File: src/rtl/mem_lsu.sv
// MEM pipeline stage with integrated load/store unit: single-cycle pass-through for ALU ops,
// req/ack data-memory transactions with big-endian lane steering, extension and bus timeout.
module mem_lsu #(
  parameter int unsigned DATA_W     = 32,
  parameter int unsigned ADDR_W     = 32,
  parameter int unsigned REG_ADDR_W = 5,
  parameter int unsigned TIMEOUT    = 16
) (
  input  logic                  clk,
  input  logic                  rst,
  input  logic                  valid_i,
  input  logic [REG_ADDR_W-1:0] wd_i,
  input  logic                  wreg_i,
  input  logic [DATA_W-1:0]     wdata_i,
  input  logic [3:0]            memop_i,
  input  logic [ADDR_W-1:0]     mem_addr_i,
  input  logic [DATA_W-1:0]     store_data_i,
  output logic                  mem_req_o,
  output logic                  mem_we_o,
  output logic [ADDR_W-1:0]     mem_addr_o,
  output logic [3:0]            mem_sel_o,
  output logic [DATA_W-1:0]     mem_wdata_o,
  input  logic                  mem_ack_i,
  input  logic [DATA_W-1:0]     mem_rdata_i,
  output logic                  stall_req_o,
  output logic                  valid_o,
  output logic [REG_ADDR_W-1:0] wd_o,
  output logic                  wreg_o,
  output logic [DATA_W-1:0]     wdata_o,
  output logic                  misalign_o,
  output logic                  bus_err_o
);

  localparam logic [0:0] StIdle   = 1'b0;
  localparam logic [0:0] StAccess = 1'b1;

  localparam int unsigned CntW = (TIMEOUT > 1) ? $clog2(TIMEOUT + 1) : 1;
  localparam logic [CntW-1:0] CntLast = CntW'(TIMEOUT - 1);

  localparam logic [1:0] SzNone = 2'd0;
  localparam logic [1:0] SzByte = 2'd1;
  localparam logic [1:0] SzHalf = 2'd2;
  localparam logic [1:0] SzWord = 2'd3;

  logic [0:0]            state_q, state_d;
  logic [CntW-1:0]       cnt_q, cnt_d;
  logic                  valid_q, valid_d, wreg_q, wreg_d, misalign_q, misalign_d;
  logic                  bus_err_q, bus_err_d, req_q, req_d, we_q, we_d, lwreg_q, lwreg_d;
  logic [REG_ADDR_W-1:0] wd_q, wd_d, lwd_q, lwd_d;
  logic [DATA_W-1:0]     wdata_q, wdata_d, mwdata_q, mwdata_d;
  logic [ADDR_W-1:0]     addr_q, addr_d;
  logic [3:0]            sel_q, sel_d, op_q, op_d;
  logic [1:0]            off_q, off_d;

  logic [1:0]            size;
  logic                  is_store, misalign;
  logic [3:0]            sel_c;
  logic [DATA_W-1:0]     wdata_c, ld_val;
  logic [7:0]            ld_byte;
  logic [15:0]           ld_half;
  logic                  timeout_hit;

  // Request formation from the incoming EX/MEM fields.
  always_comb begin
    size     = SzNone;
    is_store = 1'b0;
    unique case (memop_i)
      4'd1, 4'd2: size = SzByte;
      4'd3, 4'd4: size = SzHalf;
      4'd5:       size = SzWord;
      4'd6: begin size = SzByte; is_store = 1'b1; end
      4'd7: begin size = SzHalf; is_store = 1'b1; end
      4'd8: begin size = SzWord; is_store = 1'b1; end
      default: size = SzNone;
    endcase
    misalign = ((size == SzHalf) && mem_addr_i[0]) ||
               ((size == SzWord) && (mem_addr_i[1:0] != 2'b00));
    sel_c    = 4'b1111;
    wdata_c  = store_data_i;
    if (size == SzByte) begin
      sel_c   = 4'b1000 >> mem_addr_i[1:0];
      wdata_c = {4{store_data_i[7:0]}};
    end else if (size == SzHalf) begin
      sel_c   = mem_addr_i[1] ? 4'b0011 : 4'b1100;
      wdata_c = {2{store_data_i[15:0]}};
    end
  end

  // Big-endian lane extraction: offset 0 lives in bits 31:24.
  always_comb begin
    unique case (off_q)
      2'd0:    ld_byte = mem_rdata_i[31:24];
      2'd1:    ld_byte = mem_rdata_i[23:16];
      2'd2:    ld_byte = mem_rdata_i[15:8];
      default: ld_byte = mem_rdata_i[7:0];
    endcase
    ld_half = off_q[1] ? mem_rdata_i[15:0] : mem_rdata_i[31:16];
    unique case (op_q)
      4'd1:    ld_val = {{(DATA_W-8){ld_byte[7]}}, ld_byte};
      4'd2:    ld_val = {{(DATA_W-8){1'b0}}, ld_byte};
      4'd3:    ld_val = {{(DATA_W-16){ld_half[15]}}, ld_half};
      4'd4:    ld_val = {{(DATA_W-16){1'b0}}, ld_half};
      default: ld_val = mem_rdata_i;
    endcase
  end

  assign timeout_hit = (TIMEOUT > 0) && (cnt_q == CntLast);

  always_comb begin
    state_d    = state_q;
    cnt_d      = cnt_q;
    valid_d    = 1'b0;
    wd_d       = '0;
    wreg_d     = 1'b0;
    wdata_d    = '0;
    misalign_d = 1'b0;
    bus_err_d  = 1'b0;
    req_d      = req_q;
    we_d       = we_q;
    addr_d     = addr_q;
    sel_d      = sel_q;
    mwdata_d   = mwdata_q;
    op_d       = op_q;
    off_d      = off_q;
    lwd_d      = lwd_q;
    lwreg_d    = lwreg_q;
    unique case (state_q)
      StIdle: begin
        if (valid_i) begin
          if (size == SzNone) begin
            valid_d = 1'b1;
            wd_d    = wd_i;
            wreg_d  = wreg_i;
            wdata_d = wdata_i;
          end else if (misalign) begin
            valid_d    = 1'b1;
            wd_d       = wd_i;
            misalign_d = 1'b1;
          end else begin
            state_d  = StAccess;
            cnt_d    = '0;
            req_d    = 1'b1;
            we_d     = is_store;
            addr_d   = {mem_addr_i[ADDR_W-1:2], 2'b00};
            sel_d    = sel_c;
            mwdata_d = wdata_c;
            op_d     = memop_i;
            off_d    = mem_addr_i[1:0];
            lwd_d    = wd_i;
            lwreg_d  = wreg_i;
          end
        end
      end
      default: begin
        if (mem_ack_i) begin
          state_d = StIdle;
          cnt_d   = '0;
          req_d   = 1'b0;
          valid_d = 1'b1;
          wd_d    = lwd_q;
          wreg_d  = we_q ? 1'b0 : lwreg_q;
          wdata_d = we_q ? '0 : ld_val;
        end else if (timeout_hit) begin
          state_d   = StIdle;
          cnt_d     = '0;
          req_d     = 1'b0;
          valid_d   = 1'b1;
          wd_d      = lwd_q;
          bus_err_d = 1'b1;
        end else begin
          cnt_d = cnt_q + 1'b1;
        end
      end
    endcase
  end

  always_ff @(posedge clk or negedge rst) begin
    if (!rst) begin
      state_q    <= StIdle;
      cnt_q      <= '0;
      valid_q    <= 1'b0;
      wd_q       <= '0;
      wreg_q     <= 1'b0;
      wdata_q    <= '0;
      misalign_q <= 1'b0;
      bus_err_q  <= 1'b0;
      req_q      <= 1'b0;
      we_q       <= 1'b0;
      addr_q     <= '0;
      sel_q      <= '0;
      mwdata_q   <= '0;
      op_q       <= '0;
      off_q      <= '0;
      lwd_q      <= '0;
      lwreg_q    <= 1'b0;
    end else begin
      state_q    <= state_d;
      cnt_q      <= cnt_d;
      valid_q    <= valid_d;
      wd_q       <= wd_d;
      wreg_q     <= wreg_d;
      wdata_q    <= wdata_d;
      misalign_q <= misalign_d;
      bus_err_q  <= bus_err_d;
      req_q      <= req_d;
      we_q       <= we_d;
      addr_q     <= addr_d;
      sel_q      <= sel_d;
      mwdata_q   <= mwdata_d;
      op_q       <= op_d;
      off_q      <= off_d;
      lwd_q      <= lwd_d;
      lwreg_q    <= lwreg_d;
    end
  end

  assign stall_req_o = (state_q == StAccess);
  assign mem_req_o   = req_q;
  assign mem_we_o    = we_q;
  assign mem_addr_o  = addr_q;
  assign mem_sel_o   = sel_q;
  assign mem_wdata_o = mwdata_q;
  assign valid_o     = valid_q;
  assign wd_o        = wd_q;
  assign wreg_o      = wreg_q;
  assign wdata_o     = wdata_q;
  assign misalign_o  = misalign_q;
  assign bus_err_o   = bus_err_q;

endmodule

File: config.mk
export PLATFORM = sky130hd
export DESIGN_NAME = mem_lsu
export DESIGN_NICKNAME = d
export VERILOG_FILES = /design/src/rtl/mem_lsu.sv
export SDC_FILE = /design/constraint.sdc
export NUM_CORES = 1
export LEC_CHECK = 0
export CAP_MARGIN = 25
export CORE_MARGIN = 4
export CORE_UTILIZATION = 40
export CTS_BUF_LIST = sky130_fd_sc_hd__clkbuf_4 sky130_fd_sc_hd__clkbuf_8 sky130_fd_sc_hd__clkbuf_16
export CTS_CLUSTER_DIAMETER = 80
export DETAILED_ROUTE_END_ITERATION = 8
export MAX_ROUTING_LAYER = met4
export PLACE_DENSITY_LB_ADDON = 0.25
export SLEW_MARGIN = 20
export SYNTH_ARGS = -nofsm -noshare
export SYNTH_HDL_FRONTEND = slang
export SYNTH_SLANG_ARGS = --single-unit
File: constraint.sdc
create_clock -name clk -period 1.9 [get_ports clk]
set_clock_uncertainty 0.05 [all_clocks]
set_input_delay 0.38 -clock clk [delete_from_list [all_inputs] [get_ports clk]]
set_output_delay 0.38 -clock clk [all_outputs]
set_load 0.03 [all_outputs]
==> flow_summary.yaml, run 1 <==
setup_path:
  worst-endpoint-arrival_ns: 1.43
  worst_setup_path_start_kind: "flop"
  critical_path.top_delay_family: "buffers and inverters"
  cp_data_required_time_ns: 1.47
  timing.critical_path.buf_inv: 1
  critPathMaxFanout: 1
  critical_r2r_capture: "wdata_o[29]$_DFF_PN0_"
  cpPeakStageDelay_ns: 0.69
  timing.critical_path.to_type: "primary output"
  worst_path_class_setup: "reg2out"
  cp_slowest_cell: "sky130_fd_sc_hd__clkdlybuf4s50_1"
  r2r-start: "off_q[0]$_DFFE_PN0P_"
  crit_chain: "clkdlybuf4s50_1"
  timing.reg2reg.worst_path_depth: 4
  ff2ff_setup_slack_ns: 0.08
timing:
  final_hold_fails: 0
  number_of_pins_exceeding_their_max_slew_limit_in_the_final_report: 0
  hold_ws_ns: 0.3405
  tightest_slew_ns: 0.6134
  post-route-period-util_pct: 97.91
  timing.slew.headroom_pct: 58.97
  rsz0062_at_grt: "false"
  setup_viol: 0
  layout_min_cycle_time_ns: 1.860
  max_freq_ghz: 0.5376
pwr:
  static-leakage-power_nw: 4.781
  peakVddDrop_mv: 0.7448
  cellPowerDensity_nw_per_um2: 1424
route:
  drc_violations_left: 0
  detail_route.vias_per_cell: 5.241
  drt-initial-drc-count: 261
  route.detailed.wl_per_inst_um: 18.84
  wl_um: 19900
  detailed_route_via_count: 5534
  first_pass_iters: 5
  final_antenna_net_count: 0
global_route:
  first_global_vias: 5807
  global_route.overflow_total: 0
  global_route.usage.met1_pct: 27.94
  met2_usage_pct: 36.60
  grt_usage_pct: 22.72
  grt_peak_use_layer: "met2"
  grt_antenna_before_repair: 1
  grt_first_pass_wirelength_um: 31250
  global_route.usage.met3_pct: 6.533
  grt_max_degree: 57
layout:
  layout.area.seq_um2: 3179
  area.growth.synth_to_final_pct: 62.68
  multiInputGateArea_um2: 2835
  fillers: 1176
  finish.net_count: 974
  post_route_cells_drive_above_1_share_pct: 22.87
  post_route_cell_area_um2: 10240
die:
  cell_rows: 45
  floorplan.io_pins: 254
  start_util_pct: 41.11
  die_w_um: 133.5
  floorplan.die_area_um2: 17810
  fp.coreArea_um2: 15310
  die_height_um: 133.5
synthesis:
  syn_avg_cell_area_um2: 11.86
  yosysUniqueCellTypes: 54
  netlist.top_cell.by_area: "sky130_fd_sc_hd__dfrtp_1"
  ys_seq_elements: 127
  synth_ff_type: "sky130_fd_sc_hd__dfrtp_1"
  number_of_enable_flip_flop_cells_after_synthesis: 0
  synth_top_area_share_pct: 50.48
  yosys_synthesis_warning_count: 0
  synth.top_cells.by_area: "sky130_fd_sc_hd__dfrtp_1, sky130_fd_sc_hd__mux2_2, sky130_fd_sc_hd__mux2_1"
  yosysSeqAreaShare_pct: 50.48
  asyncSetResetFlopFracSynth_pct: 100.0
  postSynthCellCount: 531
  mappedNetlistArea_um2: 6296
clocking:
  tritoncts.num_buffers: 17
  clock_latency_ns: 0.41
  cts-root-buf: "sky130_fd_sc_hd__clkbuf_16"
  h-tree-depth: 4
  clock_path_buffers: 2
  cts_tree: "built"
  cts_num_sinks: 127
  clkTransAtPathRegs_ns: 0.06
hold_path:
  hp-class: "in2async"
place:
  postPlaceCellArea_um2: 9384
  gp_congestion: 0.9314
  port_buffer_count: 251
  dpl.hpwl_um: 14820
run:
  drv.max_cap_violation_count: 0
outcome:
  run_status: "finished clean"
worst max path at each step:
stage	startpoint	endpoint	slack, ns	depth (start not counted)
final	wdata_o[3]$_DFF_PN0_	wdata_o[3]	0.04	1
after floorplan	mem_addr_i[0]	mem_addr_o[18]$_DFFE_PN0P_	0.008	6
after detailed placement	mem_addr_i[0]	mem_addr_o[19]$_DFFE_PN0P_	-0.55	6
after global routing	mem_addr_o[3]$_DFFE_PN0P_	mem_addr_o[3]	0.0008	1
after CTS	mem_wdata_o[27]$_DFFE_PN0P_	mem_wdata_o[27]	0.002	1
after global placement	memop_i[0]	mem_wdata_o[16]$_DFFE_PN0P_	-0.48	7
registers in the layout, summed over array words and instances, names as in the netlist:
register,cells
mem_wdata_o,32
wdata_o,32
mem_addr_o,30
cnt_q,5
lwd_q,5
wd_o,5
mem_sel_o,4
op_q,4
off_q,2
bus_err_o,1
lwreg_q,1
mem_req_o,1
mem_we_o,1
misalign_o,1
stall_req_o,1
valid_o,1
wreg_o,1
logic make-up after synthesis:
group | Yosys count | share of synthesized area (%)
AO/OA/AOI/OAI | 139 | 15.62
XOR/XNOR | 2 | 0.2783
adder cells (fa/ha/maj) | 1 | 0.1987
buffers and inverters | 66 | 5.604
flip-flops | 127 | 50.48
multiplexers | 112 | 21.18
other | 1 | 0.05956
AND/OR/NAND/NOR | 83 | 6.578
stage by stage:
step / TNS, ns / power, mW / setup WS [ns] / util [%] / instances
3_5_place_dp: -57.19 / 11.71 / -0.5533 / 61.27 / 1015
3_3_place_gp: -49.29 / 11.50 / -0.4753 / 61.27 / 1015
5_1_grt: 0 / 15.36 / 0.0008453 / 66.88 / 1056
2_1_floorplan: 0 / 8.538 / 0.007896 / - / 532
6_report: 0 / 14.59 / 0.03974 / 66.88 / 1056
4_1_cts: 0 / 14.82 / 0.001524 / 65.89 / 1054
per-layer routing:
| metal | up-vias | share of wire, % |
|---|---|---|
| met5 | - | 0 |
| met4 | 0 | 2.4 |
| met3 | 35 | 7.0 |
| met2 | 221 | 49 |
| met1 | 2699 | 41 |
| li1 | 2579 | - |
cells in the mapped netlist (3+ instances only):
cell type	count
sky130_fd_sc_hd__a22o_1	6
sky130_fd_sc_hd__dfrtp_1	127
sky130_fd_sc_hd__buf_1	3
sky130_fd_sc_hd__mux2i_1	14
sky130_fd_sc_hd__nor3b_1	3
sky130_fd_sc_hd__a32oi_1	7
sky130_fd_sc_hd__buf_2	8
sky130_fd_sc_hd__buf_6	10
sky130_fd_sc_hd__nor2_1	17
sky130_fd_sc_hd__o211ai_1	10
sky130_fd_sc_hd__a221o_1	17
sky130_fd_sc_hd__o21ai_1	3
sky130_fd_sc_hd__o21ai_0	38
sky130_fd_sc_hd__nand2_1	29
sky130_fd_sc_hd__mux2_2	62
sky130_fd_sc_hd__nor2b_1	5
sky130_fd_sc_hd__nor3_1	12
sky130_fd_sc_hd__o22ai_1	5
sky130_fd_sc_hd__a21oi_1	20
sky130_fd_sc_hd__clkbuf_1	10
sky130_fd_sc_hd__nand3_1	4
sky130_fd_sc_hd__buf_4	5
sky130_fd_sc_hd__o31ai_1	11
sky130_fd_sc_hd__o2111ai_1	7
sky130_fd_sc_hd__mux4_2	8
sky130_fd_sc_hd__inv_1	28
sky130_fd_sc_hd__mux2_1	28
report_power, final:
part | internal (mW) | switching (mW) | leakage (nW)
Clock | 1.84 | 1.20 | 0.265
Sequential | 3.83 | 0.556 | 1.56
Combinational | 3.21 | 3.95 | 2.95
Total | 8.88 | 5.70 | 4.78
cells in the final DEF (no fill, tap or decap), types with 12 or more instances in the layout:
cell type | Yosys | routed
sky130_fd_sc_hd__nor3_1 | 12 | 12
sky130_fd_sc_hd__clkbuf_16 | 0 | 17
sky130_fd_sc_hd__dlygate4sd2_1 | 0 | 20
sky130_fd_sc_hd__inv_1 | 28 | 28
sky130_fd_sc_hd__nand2_1 | 29 | 29
sky130_fd_sc_hd__mux2_2 | 62 | 62
sky130_fd_sc_hd__a21oi_1 | 20 | 17
sky130_fd_sc_hd__mux2_1 | 28 | 28
sky130_fd_sc_hd__a221o_1 | 17 | 16
sky130_fd_sc_hd__o21ai_0 | 38 | 37
sky130_fd_sc_hd__clkdlybuf4s50_1 | 0 | 178
sky130_fd_sc_hd__dfrtp_1 | 127 | 126
sky130_fd_sc_hd__nor2_1 | 17 | 15
sky130_fd_sc_hd__dlymetal6s2s_1 | 0 | 51
sky130_fd_sc_hd__buf_4 | 5 | 54
sky130_fd_sc_hd__mux2i_1 | 14 | 14
layout make-up:
cell class                 count  share of cell area [%]
clock buffer                  19                   4.361
tap                          211                   2.578
inverter                      29                   1.063
antenna                        1                 0.02443
sequential                   127                   31.04
multi-input combinational    339                   27.68
timing repair buffer         317                   32.14
clock inverter                13                   1.112
timing repair:
action                                  4_1_cts  5_1_grt
hold endpoints to repair                     22        0
hold buffers                                  1        0
endpoints found under the setup margin      114       74
resized for setup                            33       57
buffers inserted                              4        1
gates cloned                                  2        0
pin swaps                                     3        1
Power figures use the tool's default switching activity.
==> run 2: changes to the inputs <==
- GPL_ROUTABILITY_DRIVEN: not set -> 1
==> results of run 2 <==
Final layout, timing and power as in run 1 (identical DEF).
